### config.mk
export PLATFORM = sky130hd
export DESIGN_NAME = subband_out_serializer_flat
export DESIGN_NICKNAME = d
export VERILOG_FILES = /design/src/rtl/subband_out_serializer_if.sv /design/src/rtl/subband_out_serializer.sv /design/src/flat_wrapper.sv
export SDC_FILE = /design/constraint.sdc
export NUM_CORES = 1
export LEC_CHECK = 0
export ABC_CLOCK_PERIOD_IN_PS = 29900
export CAP_MARGIN = 20
export CORE_AREA = 5 5 223 225
export CTS_CLUSTER_SIZE = 28
export DETAILED_ROUTE_END_ITERATION = 10
export DIE_AREA = 0 0 228 230
export GPL_ROUTABILITY_DRIVEN = 0
export GPL_TIMING_DRIVEN = 0
export SLEW_MARGIN = 20
export SYNTH_ARGS = -nofsm -noshare
export SYNTH_HDL_FRONTEND = slang
export SYNTH_SLANG_ARGS = --single-unit
### constraint.sdc
create_clock -name clk_en -period 29.9 [get_ports clk_en]
set_clock_uncertainty 0.2 [all_clocks]
set_input_delay 5.98 -clock clk_en [delete_from_list [all_inputs] [get_ports clk_en]]
set_output_delay 5.98 -clock clk_en [all_outputs]
set_load 0.02 [all_outputs]
### src/rtl/subband_out_serializer_if.sv
// Valid/ready beat bus carrying one quantised subband sample per transfer.
interface subband_out_serializer_if #(
  parameter int unsigned OUT_W  = 16,
  parameter int unsigned BAND_W = 4
);
  logic              m_valid;
  logic              m_ready;
  logic [OUT_W-1:0]  m_data;
  logic [BAND_W-1:0] m_band;
  logic              m_last;
  logic              m_sat;

  modport master (output m_valid, m_data, m_band, m_last, m_sat, input m_ready);
  modport slave  (input m_valid, m_data, m_band, m_last, m_sat, output m_ready);
endinterface

### src/rtl/subband_out_serializer.sv
// Snapshots all filterbank band outputs on a frame strobe and streams them one band per beat,
// rounded half-up and saturated to OUT_W bits.
module subband_out_serializer #(
  parameter int unsigned N_BANDS  = 16,
  parameter int unsigned IN_W     = 35,
  parameter int unsigned IN_FRAC  = 32,
  parameter int unsigned OUT_W    = 16,
  parameter int unsigned OUT_FRAC = 14
) (
  input  logic                      clk_en,
  input  logic                      reset,
  input  logic                      capture,
  input  logic [N_BANDS*IN_W-1:0]   band_in,
  input  logic                      overrun_clr,
  output logic                      overrun,
  subband_out_serializer_if.master  m
);

  localparam int unsigned SHIFT  = IN_FRAC - OUT_FRAC;
  localparam int unsigned BAND_W = $clog2(N_BANDS);
  localparam int unsigned Q_W    = IN_W + 1 - SHIFT;

  localparam logic signed [IN_W:0]  RND   = {{(IN_W+1-SHIFT){1'b0}}, 1'b1, {(SHIFT-1){1'b0}}};
  localparam logic signed [Q_W-1:0] Q_MAX = Q_W'((2**(OUT_W-1)) - 1);
  localparam logic signed [Q_W-1:0] Q_MIN = Q_W'(-(2**(OUT_W-1)));
  localparam logic [BAND_W-1:0]     LAST  = BAND_W'(N_BANDS - 1);

  typedef enum logic {IDLE, SEND} state_t;

  state_t          state;
  logic [IN_W-1:0] shadow [N_BANDS];

  // Returns {sat, data}: round half up, then clip to the signed OUT_W range.
  function automatic logic [OUT_W:0] quant(input logic [IN_W-1:0] x);
    logic signed [IN_W:0]  t;
    logic signed [Q_W-1:0] q;
    logic [OUT_W:0]        r;
    t = $signed({x[IN_W-1], x}) + RND;
    q = Q_W'(t >>> SHIFT);
    if (q > Q_MAX)      r = {1'b1, OUT_W'(Q_MAX)};
    else if (q < Q_MIN) r = {1'b1, OUT_W'(Q_MIN)};
    else                r = {1'b0, OUT_W'(q)};
    return r;
  endfunction

  logic              hs;
  logic              last_beat;
  logic              take;
  logic [BAND_W-1:0] nxt_band;
  logic [OUT_W:0]    q_first;
  logic [OUT_W:0]    q_next;

  // A capture is accepted when idle, or when it coincides with the final handshake of a frame.
  always_comb begin
    hs        = m.m_valid & m.m_ready;
    last_beat = (m.m_band == LAST);
    take      = capture & ((state == IDLE) | (hs & last_beat));
    nxt_band  = m.m_band + BAND_W'(1);
    q_first   = quant(band_in[IN_W-1:0]);
    q_next    = quant(shadow[nxt_band]);
  end

  always_ff @(posedge clk_en) begin
    if (reset) begin
      state     <= IDLE;
      m.m_valid <= 1'b0;
      m.m_data  <= '0;
      m.m_band  <= '0;
      m.m_last  <= 1'b0;
      m.m_sat   <= 1'b0;
      overrun   <= 1'b0;
    end else begin
      if (capture && !take)  overrun <= 1'b1;
      else if (overrun_clr)  overrun <= 1'b0;

      if (take) begin
        for (int unsigned k = 0; k < N_BANDS; k++) shadow[k] <= band_in[k*IN_W +: IN_W];
        state     <= SEND;
        m.m_valid <= 1'b1;
        m.m_data  <= q_first[OUT_W-1:0];
        m.m_sat   <= q_first[OUT_W];
        m.m_band  <= '0;
        m.m_last  <= (LAST == '0);
      end else if (state == SEND && hs) begin
        if (last_beat) begin
          state     <= IDLE;
          m.m_valid <= 1'b0;
        end else begin
          m.m_data  <= q_next[OUT_W-1:0];
          m.m_sat   <= q_next[OUT_W];
          m.m_band  <= nxt_band;
          m.m_last  <= (nxt_band == LAST);
        end
      end
    end
  end

endmodule

### src/flat_wrapper.sv
// flat-port wrapper written by rule: the top's interface ports become plain ports
module subband_out_serializer_flat 
#(
  parameter int unsigned N_BANDS  = 16,
  parameter int unsigned IN_W     = 35,
  parameter int unsigned IN_FRAC  = 32,
  parameter int unsigned OUT_W    = 16,
  parameter int unsigned OUT_FRAC = 14
)
  (clk_en, reset, capture, band_in, overrun_clr, overrun, m_m_valid, m_m_data, m_m_band, m_m_last, m_m_sat, m_m_ready);
  subband_out_serializer_if #(.OUT_W(OUT_W), .BAND_W((4))) m_i ();
  input  logic clk_en;
  input  logic reset;
  input  logic capture;
  input  logic [N_BANDS*IN_W-1:0] band_in;
  input  logic overrun_clr;
  output logic overrun;
  output wire logic [$bits(m_i.m_valid)-1:0] m_m_valid;
  output wire logic [$bits(m_i.m_data)-1:0] m_m_data;
  output wire logic [$bits(m_i.m_band)-1:0] m_m_band;
  output wire logic [$bits(m_i.m_last)-1:0] m_m_last;
  output wire logic [$bits(m_i.m_sat)-1:0] m_m_sat;
  input wire logic [$bits(m_i.m_ready)-1:0] m_m_ready;
  assign m_m_valid = m_i.m_valid;
  assign m_m_data = m_i.m_data;
  assign m_m_band = m_i.m_band;
  assign m_m_last = m_i.m_last;
  assign m_m_sat = m_i.m_sat;
  assign m_i.m_ready = m_m_ready;
  subband_out_serializer #(.N_BANDS(N_BANDS), .IN_W(IN_W), .IN_FRAC(IN_FRAC), .OUT_W(OUT_W), .OUT_FRAC(OUT_FRAC)) u_core (.clk_en(clk_en), .reset(reset), .capture(capture), .band_in(band_in), .overrun_clr(overrun_clr), .overrun(overrun), .m(m_i));
endmodule
==> results.cfg, run 1 <==
[status]
outcome = finished clean

[global_route]
grt_start_max_net_pins = 30
global_route.usage.total_pct = 16.08
vias_in_the_first_global_route = 9405
initial_antenna_violation_count = 13
global_route.overflow_total = 0
grt_pass1_wl_um = 61950

[timing]
final.hold.worst_slack_ns = 0.2559
timing_max_transition_violations_final = 0
final_hold_viol_count = 0
setup_slack_ns = 20.93
worstMarginPinSlew_ns = 0.8809
final.setup.tns_ns = 0
min_period_over_period_pct = 30.01
timing.slew.headroom_pct = 39.59
timing.final.setup_violations = 0
fin_crit_ns = 8.974
grt_setup_unrepaired = no
maxClockFrequency_ghz = 0.1114

[clocking]
cts_setup_buffers = 0
number_of_buffers_created_by_cts = 38
clock_latency_ns = 0.56
cts_hold_buf = 0
cts-htree-levels = 2
tritoncts_clock_tree = yes
numClockSinks = 312
cts_repair_resizes = 0
clock_slew_at_reported_path_ffs_ns = 0.06
clk_root_buffer_cell = sky130_fd_sc_hd__clkbuf_16
cts-root-to-sink-buffers = 3

[routing]
drt_pre_antenna_iters = 5
post_drt_via_cell_ratio = 4.809
drt_first_iter_violations = 580
drc = 0
ant_nets = 0
total_number_of_vias = 8815
routed_wl_um = 43210
avgRoutedWirePerCell_um = 23.57

[finish]
area.sequential_mm2 = 0.009129
area_growth_pct = 40.45
drive_gt1_share_pct = 15.39
n_fill_cell = 4400
final_design_area_no_fill_mm2 = 0.01886
multi_input_comb_area_mm2 = 0.004023
num-nets-final = 1757

[logic_synthesis]
post_synthesis_instance_total = 820
synth.cell_area_mm2 = 0.01343
synthArstFlopShare_pct = 0
synth.top_cells.by_area = sky130_fd_sc_hd__edfxtp_1 64%, sky130_fd_sc_hd__mux4_2 11%, sky130_fd_sc_hd__dfxtp_1 3.6%
ys_ff_latch = 312
synth-main-ff-cell = sky130_fd_sc_hd__edfxtp_1
synth.yosys.seq_area_share_pct = 67.98
synth_top_cell_area_share_pct = 64.40
syn_area_per_cell_um2 = 16.38
postSynthNetCount = 1389
netlist-cell-type-count = 56
yosys_warnings = 0
count_of_flip_flops_with_a_built_in_enable_after_synthesis = 288
post-synth-top-area-cell = sky130_fd_sc_hd__edfxtp_1

[floorplanning]
die_x_um = 228
start_util_pct = 28.36
die_h_um = 230
floorplan.rows = 80
io_pins = 589
core_area_mm2 = 0.04735
floorplan.die_area_mm2 = 0.05244

[placement]
detailed_place.area_mm2 = 0.01765
io_buffers = 316
dp_hpwl_um = 33210
detailedPlace.worstSlack_ns = 20.50

[power_and_ir_drop]
vdd.ir_drop.worst_mv = 0.03400
power.density_mw_per_mm2 = 60.85
p_leak_nw = 6.171

[worst_setup_path]
worst_ep_arrival_time_ns = 9.22
timing.critical_path.from_type = input port
largest_fanout_on_the_critical_path = 10
worstSetupPathType = input port to flop
timing.critical_path.to_type = flop
worst_ep_required_time_ns = 30.14

[min_path]
min_path_type = flop to flop

[job]
timing.max_cap.violations = 0
critical path: stages:
cell                              delay [ns]
sky130_fd_sc_hd__clkdlybuf4s50_1        0.63
sky130_fd_sc_hd__and3_1                 0.30
sky130_fd_sc_hd__and4_1                 0.25
sky130_fd_sc_hd__and3_1                 0.26
sky130_fd_sc_hd__nor3b_1                0.38
sky130_fd_sc_hd__nor3_1                 0.09
sky130_fd_sc_hd__a211oi_1               0.53
sky130_fd_sc_hd__clkbuf_1               0.39
sky130_fd_sc_hd__o21ai_0                0.19
sky130_fd_sc_hd__nand2_1                0.13
sky130_fd_sc_hd__o21ai_0                0.08
final cells by class:
cell class,instances,area share (%)
antenna,3,0.03980
buffer,43,1.373
clock buffer,43,5.254
clock inverter,24,1.108
inverter,7,0.1393
multi-input combinational,458,21.33
sequential,312,48.40
tap,615,4.080
timing repair buffer,328,18.28
path summary, 6_finish.rpt:
check,cells after the start,to,slack [ns],start
max reg2reg,22,u_core.m.m_data[7],22.53,u_core.m.m_band[0]
min reg2reg,2,u_core.m.m_data[9],0.26,u_core.m.m_data[9]
max,11,u_core.m.m_data[5],20.93,band_in[20]
min,2,u_core.m.m_data[9],0.26,u_core.m.m_data[9]
stage by stage:
stage / total power, mW / utilization (%) / instances
after CTS: 1.166 / 39.82 / 1830
final: 1.148 / 39.84 / 1833
after detailed placement: 0.7178 / 37.29 / 1763
after floorplan: 0.6239 / - / 820
after global placement: 0.7226 / 36.67 / 1751
after global routing: 1.197 / 39.83 / 1831
Yosys cell counts (10+ instances only):
library cell and number:
sky130_fd_sc_hd__nor3b_1 12, sky130_fd_sc_hd__buf_2 12, sky130_fd_sc_hd__xor2_1 19, sky130_fd_sc_hd__o21ai_1 10, sky130_fd_sc_hd__edfxtp_1 288, sky130_fd_sc_hd__o21ai_0 30
sky130_fd_sc_hd__nand3b_1 14, sky130_fd_sc_hd__nand3_1 24, sky130_fd_sc_hd__a21oi_1 26, sky130_fd_sc_hd__nand4_1 11, sky130_fd_sc_hd__nor2_1 26, sky130_fd_sc_hd__dfxtp_1 24
sky130_fd_sc_hd__clkbuf_1 14, sky130_fd_sc_hd__mux4_2 67, sky130_fd_sc_hd__nand2_1 74, sky130_fd_sc_hd__nor3_1 13, sky130_fd_sc_hd__mux2i_1 28, sky130_fd_sc_hd__xnor2_1 15
sky130_fd_sc_hd__buf_4 12
power breakdown:
group | internal [mW] | leakage, nW | switching (mW)
clock network | 0.257 | 0.582 | 0.184
logic | 0.0988 | 2.74 | 0.102
registers | 0.498 | 2.84 | 0.00718
total | 0.855 | 6.17 | 0.293
layer usage:
metal	share of wire [%]	GRT usage [%]
met5	0.34	0
met4	2.9	5.389
met3	8.9	5.798
met1	43	21.27
met2	45	24.73
cell usage in the layout (no fill, tap or decap), types with 13 or more instances in the layout:
cell type,netlist,final
sky130_fd_sc_hd__edfxtp_1,288,288
sky130_fd_sc_hd__nand2_1,74,74
sky130_fd_sc_hd__o21ai_0,30,30
sky130_fd_sc_hd__clkbuf_1,14,18
sky130_fd_sc_hd__nand3_1,24,24
sky130_fd_sc_hd__nor2_1,26,25
sky130_fd_sc_hd__xnor2_1,15,15
sky130_fd_sc_hd__clkbuf_16,0,39
sky130_fd_sc_hd__xor2_1,19,19
sky130_fd_sc_hd__a21oi_1,26,26
sky130_fd_sc_hd__nor3_1,13,13
sky130_fd_sc_hd__mux2i_1,28,28
sky130_fd_sc_hd__mux4_2,67,67
sky130_fd_sc_hd__dfxtp_1,24,24
sky130_fd_sc_hd__nand3b_1,14,14
sky130_fd_sc_hd__clkdlybuf4s50_1,0,316
logic make-up after synthesis:
logic type | synth area share (%)
compound gates | 5.208
fa+ha+maj | 0.3727
buf+inv | 2.124
xor+xnor | 2.581
simple gates | 7.826
mux | 13.91
flops | 67.98
flip-flops by register name, summed over array words and instances (netlist names):
| signal | cells |
|---|---|
| u_core.m.m_sat | 1 |
| u_core.state | 1 |
| u_core.shadow | 288 |
| u_core.overrun | 1 |
| u_core.m.m_last | 1 |
| u_core.m.m_band | 4 |
| u_core.m.m_data | 16 |
Power figures use the tool's default switching activity.
==> run 2, diff against run 1 <==
--- a/config.mk
+++ b/config.mk
@@ -5,12 +5,12 @@
 export SDC_FILE = /design/constraint.sdc
 export NUM_CORES = 1
 export LEC_CHECK = 0
-export ABC_CLOCK_PERIOD_IN_PS = 29900
+export ABC_CLOCK_PERIOD_IN_PS = 8890
 export CAP_MARGIN = 20
-export CORE_AREA = 5 5 223 225
+export CORE_AREA = 5 5 224 226
 export CTS_CLUSTER_SIZE = 28
 export DETAILED_ROUTE_END_ITERATION = 10
-export DIE_AREA = 0 0 228 230
+export DIE_AREA = 0 0 229 231
 export GPL_ROUTABILITY_DRIVEN = 0
 export GPL_TIMING_DRIVEN = 0
 export SLEW_MARGIN = 20
==> constraint.sdc (replaced) <==
create_clock -name clk_en -period 8.89 [get_ports clk_en]
set_clock_uncertainty 0.2 [all_clocks]
set_input_delay 1.778 -clock clk_en [delete_from_list [all_inputs] [get_ports clk_en]]
set_output_delay 1.778 -clock clk_en [all_outputs]
set_load 0.02 [all_outputs]
==> results.cfg, run 2 (same netlist as run 1, synthesis figures left out) <==
[routing]
total_number_of_vias = 8720
ant_nets = 0
drc = 0
post_drt_via_cell_ratio = 4.737
avgRoutedWirePerCell_um = 23.27
routed_wl_um = 42830
drt_first_iter_violations = 482
drt_pre_antenna_iters = 5

[floorplanning]
floorplan.rows = 81
core_area_mm2 = 0.04814
start_util_pct = 27.90
io_pins = 589
floorplan.die_area_mm2 = 0.05290
die_h_um = 231
die_x_um = 229

[timing]
final.hold.worst_slack_ns = 0.2521
worstMarginPinSlew_ns = 0.9125
timing_max_transition_violations_final = 0
final_hold_viol_count = 0
maxClockFrequency_ghz = 0.1340
fin_crit_ns = 7.464
grt_setup_unrepaired = no
min_period_over_period_pct = 83.96
timing.slew.headroom_pct = 39.17
timing.final.setup_violations = 0

[global_route]
grt_pass1_wl_um = 61250
initial_antenna_violation_count = 12
global_route.overflow_total = 0
vias_in_the_first_global_route = 9355
grt_start_max_net_pins = 28
global_route.usage.total_pct = 15.79

[finish]
drive_gt1_share_pct = 15.28
fin_util_pct = 39.41
reg.largest.list = u_core.shadow: 288 flops, u_core.m.m_data: 16 flops, u_core.m.m_band: 4 flops
layout.cells.non_filler = 1841
final_cell_mix = 316 x sky130_fd_sc_hd__clkdlybuf4s50_1, 288 x sky130_fd_sc_hd__edfxtp_1, 74 x sky130_fd_sc_hd__nand2_1
area_growth_pct = 41.28
registers.top_by_ff_count = u_core.shadow
n_fill_cell = 4439
layout.cells.most_common = sky130_fd_sc_hd__clkdlybuf4s50_1
num-nets-final = 1759
max_ffs_per_register = 288

[worst_setup_path]
timing.critical_path.from_type = flop
worst_ep_arrival_time_ns = 7.74
largest_fanout_on_the_critical_path = 10
worst_ep_required_time_ns = 9.16
worstSetupPathType = flop to flop
timing.critical_path.to_type = flop

[placement]
dp_hpwl_um = 32810
dpl.cell_count = 1771
io_buffers = 316

[clocking]
number_of_buffers_created_by_cts = 39
tritoncts_clock_tree = yes
numClockSinks = 312
clock_latency_ns = 0.55
clk_root_buffer_cell = sky130_fd_sc_hd__clkbuf_16
clock_slew_at_reported_path_ffs_ns = 0.06
cts_repair_resizes = 0
cts-htree-levels = 2
cts_setup_buffers = 0
cts_hold_buf = 0
cts-root-to-sink-buffers = 3

[power_and_ir_drop]
power.density_mw_per_mm2 = 208.7
p_leak_nw = 6.218
vdd.ir_drop.worst_mv = 0.1271
fin_total_pwr_mw = 3.960

[job]
timing.max_cap.violations = 0

[min_path]
min_path_type = flop to flop

[status]
outcome = finished clean
==> run 2: final timing paths <==
check                                        start                  to  slack, ns  cells past startpoint
worst min register to register  u_core.m.m_data[9]  u_core.m.m_data[9]       0.25                      2
worst min-delay path            u_core.m.m_data[9]  u_core.m.m_data[9]       0.25                      2
worst max register to register  u_core.m.m_band[0]  u_core.m.m_data[6]       1.43                     22
worst max-delay path            u_core.m.m_band[0]  u_core.m.m_data[6]       1.43                     22
==> run 2: report_power, final <==
| group | leakage [nW] | internal [mW] | switching, mW |
|---|---|---|---|
| Sequential | 2.84 | 1.68 | 0.0239 |
| Combinational | 2.76 | 0.334 | 0.347 |
| Clock | 0.614 | 0.959 | 0.620 |
==> run 2: area by class of cell <==
| class | instances | area [um2] | area share [%] |
|---|---|---|---|
| clock buffer | 48 | 1052 | 5.546 |
| clock inverter | 20 | 217.7 | 1.147 |
| timing repair buffer | 329 | 3483 | 18.36 |
| antenna | 2 | 5.005 | 0.02638 |
| inverter | 7 | 26.28 | 0.1385 |
| buffer | 43 | 259.0 | 1.365 |
| multi-input combinational | 458 | 4023 | 21.20 |
| tap | 622 | 778.2 | 4.102 |
| sequential | 312 | 9129 | 48.11 |
==> run 2: worst max-delay path: stages, from the launching register on <==
cell	delay, ns
sky130_fd_sc_hd__dfxtp_1	0.39
sky130_fd_sc_hd__buf_4	0.21
sky130_fd_sc_hd__buf_6	0.19
sky130_fd_sc_hd__buf_4	0.26
sky130_fd_sc_hd__buf_6	0.23
sky130_fd_sc_hd__clkinv_1	0.42
sky130_fd_sc_hd__ha_1	0.55
sky130_fd_sc_hd__buf_2	0.36
sky130_fd_sc_hd__buf_4	0.30
sky130_fd_sc_hd__buf_2	0.38
sky130_fd_sc_hd__buf_2	0.38
sky130_fd_sc_hd__buf_4	0.26
sky130_fd_sc_hd__clkbuf_1	0.52
sky130_fd_sc_hd__mux4_2	0.33
sky130_fd_sc_hd__nand2_1	0.05
sky130_fd_sc_hd__a31oi_1	0.33
sky130_fd_sc_hd__ha_1	0.29
sky130_fd_sc_hd__nand4_1	0.37
sky130_fd_sc_hd__or3_4	0.55
sky130_fd_sc_hd__nand3_1	0.23
sky130_fd_sc_hd__buf_2	0.28
sky130_fd_sc_hd__a21oi_1	0.10
sky130_fd_sc_hd__o21ai_1	0.15
==> run 2: metrics by stage <==
stage               TNS [ns]  setup WS, ns  cell area [um2]
floorplan                  0         1.818            13440
global placement     -156.55       -0.5632            17380
detailed placement         0         1.242            17700
CTS                        0         1.241            18970
global route               0        0.9640            18970
finish                     0         1.426            18970
==> run 2: metal layers <==
metal / vias up / GRT usage (%) / routed length, um
met4: 22 / 4.736 / 1074
met5: - / 0 / 137
met3: 89 / 6.039 / 3966
li1: 4010 / - / -
met1: 4273 / 20.76 / 18400
met2: 326 / 24.41 / 19250
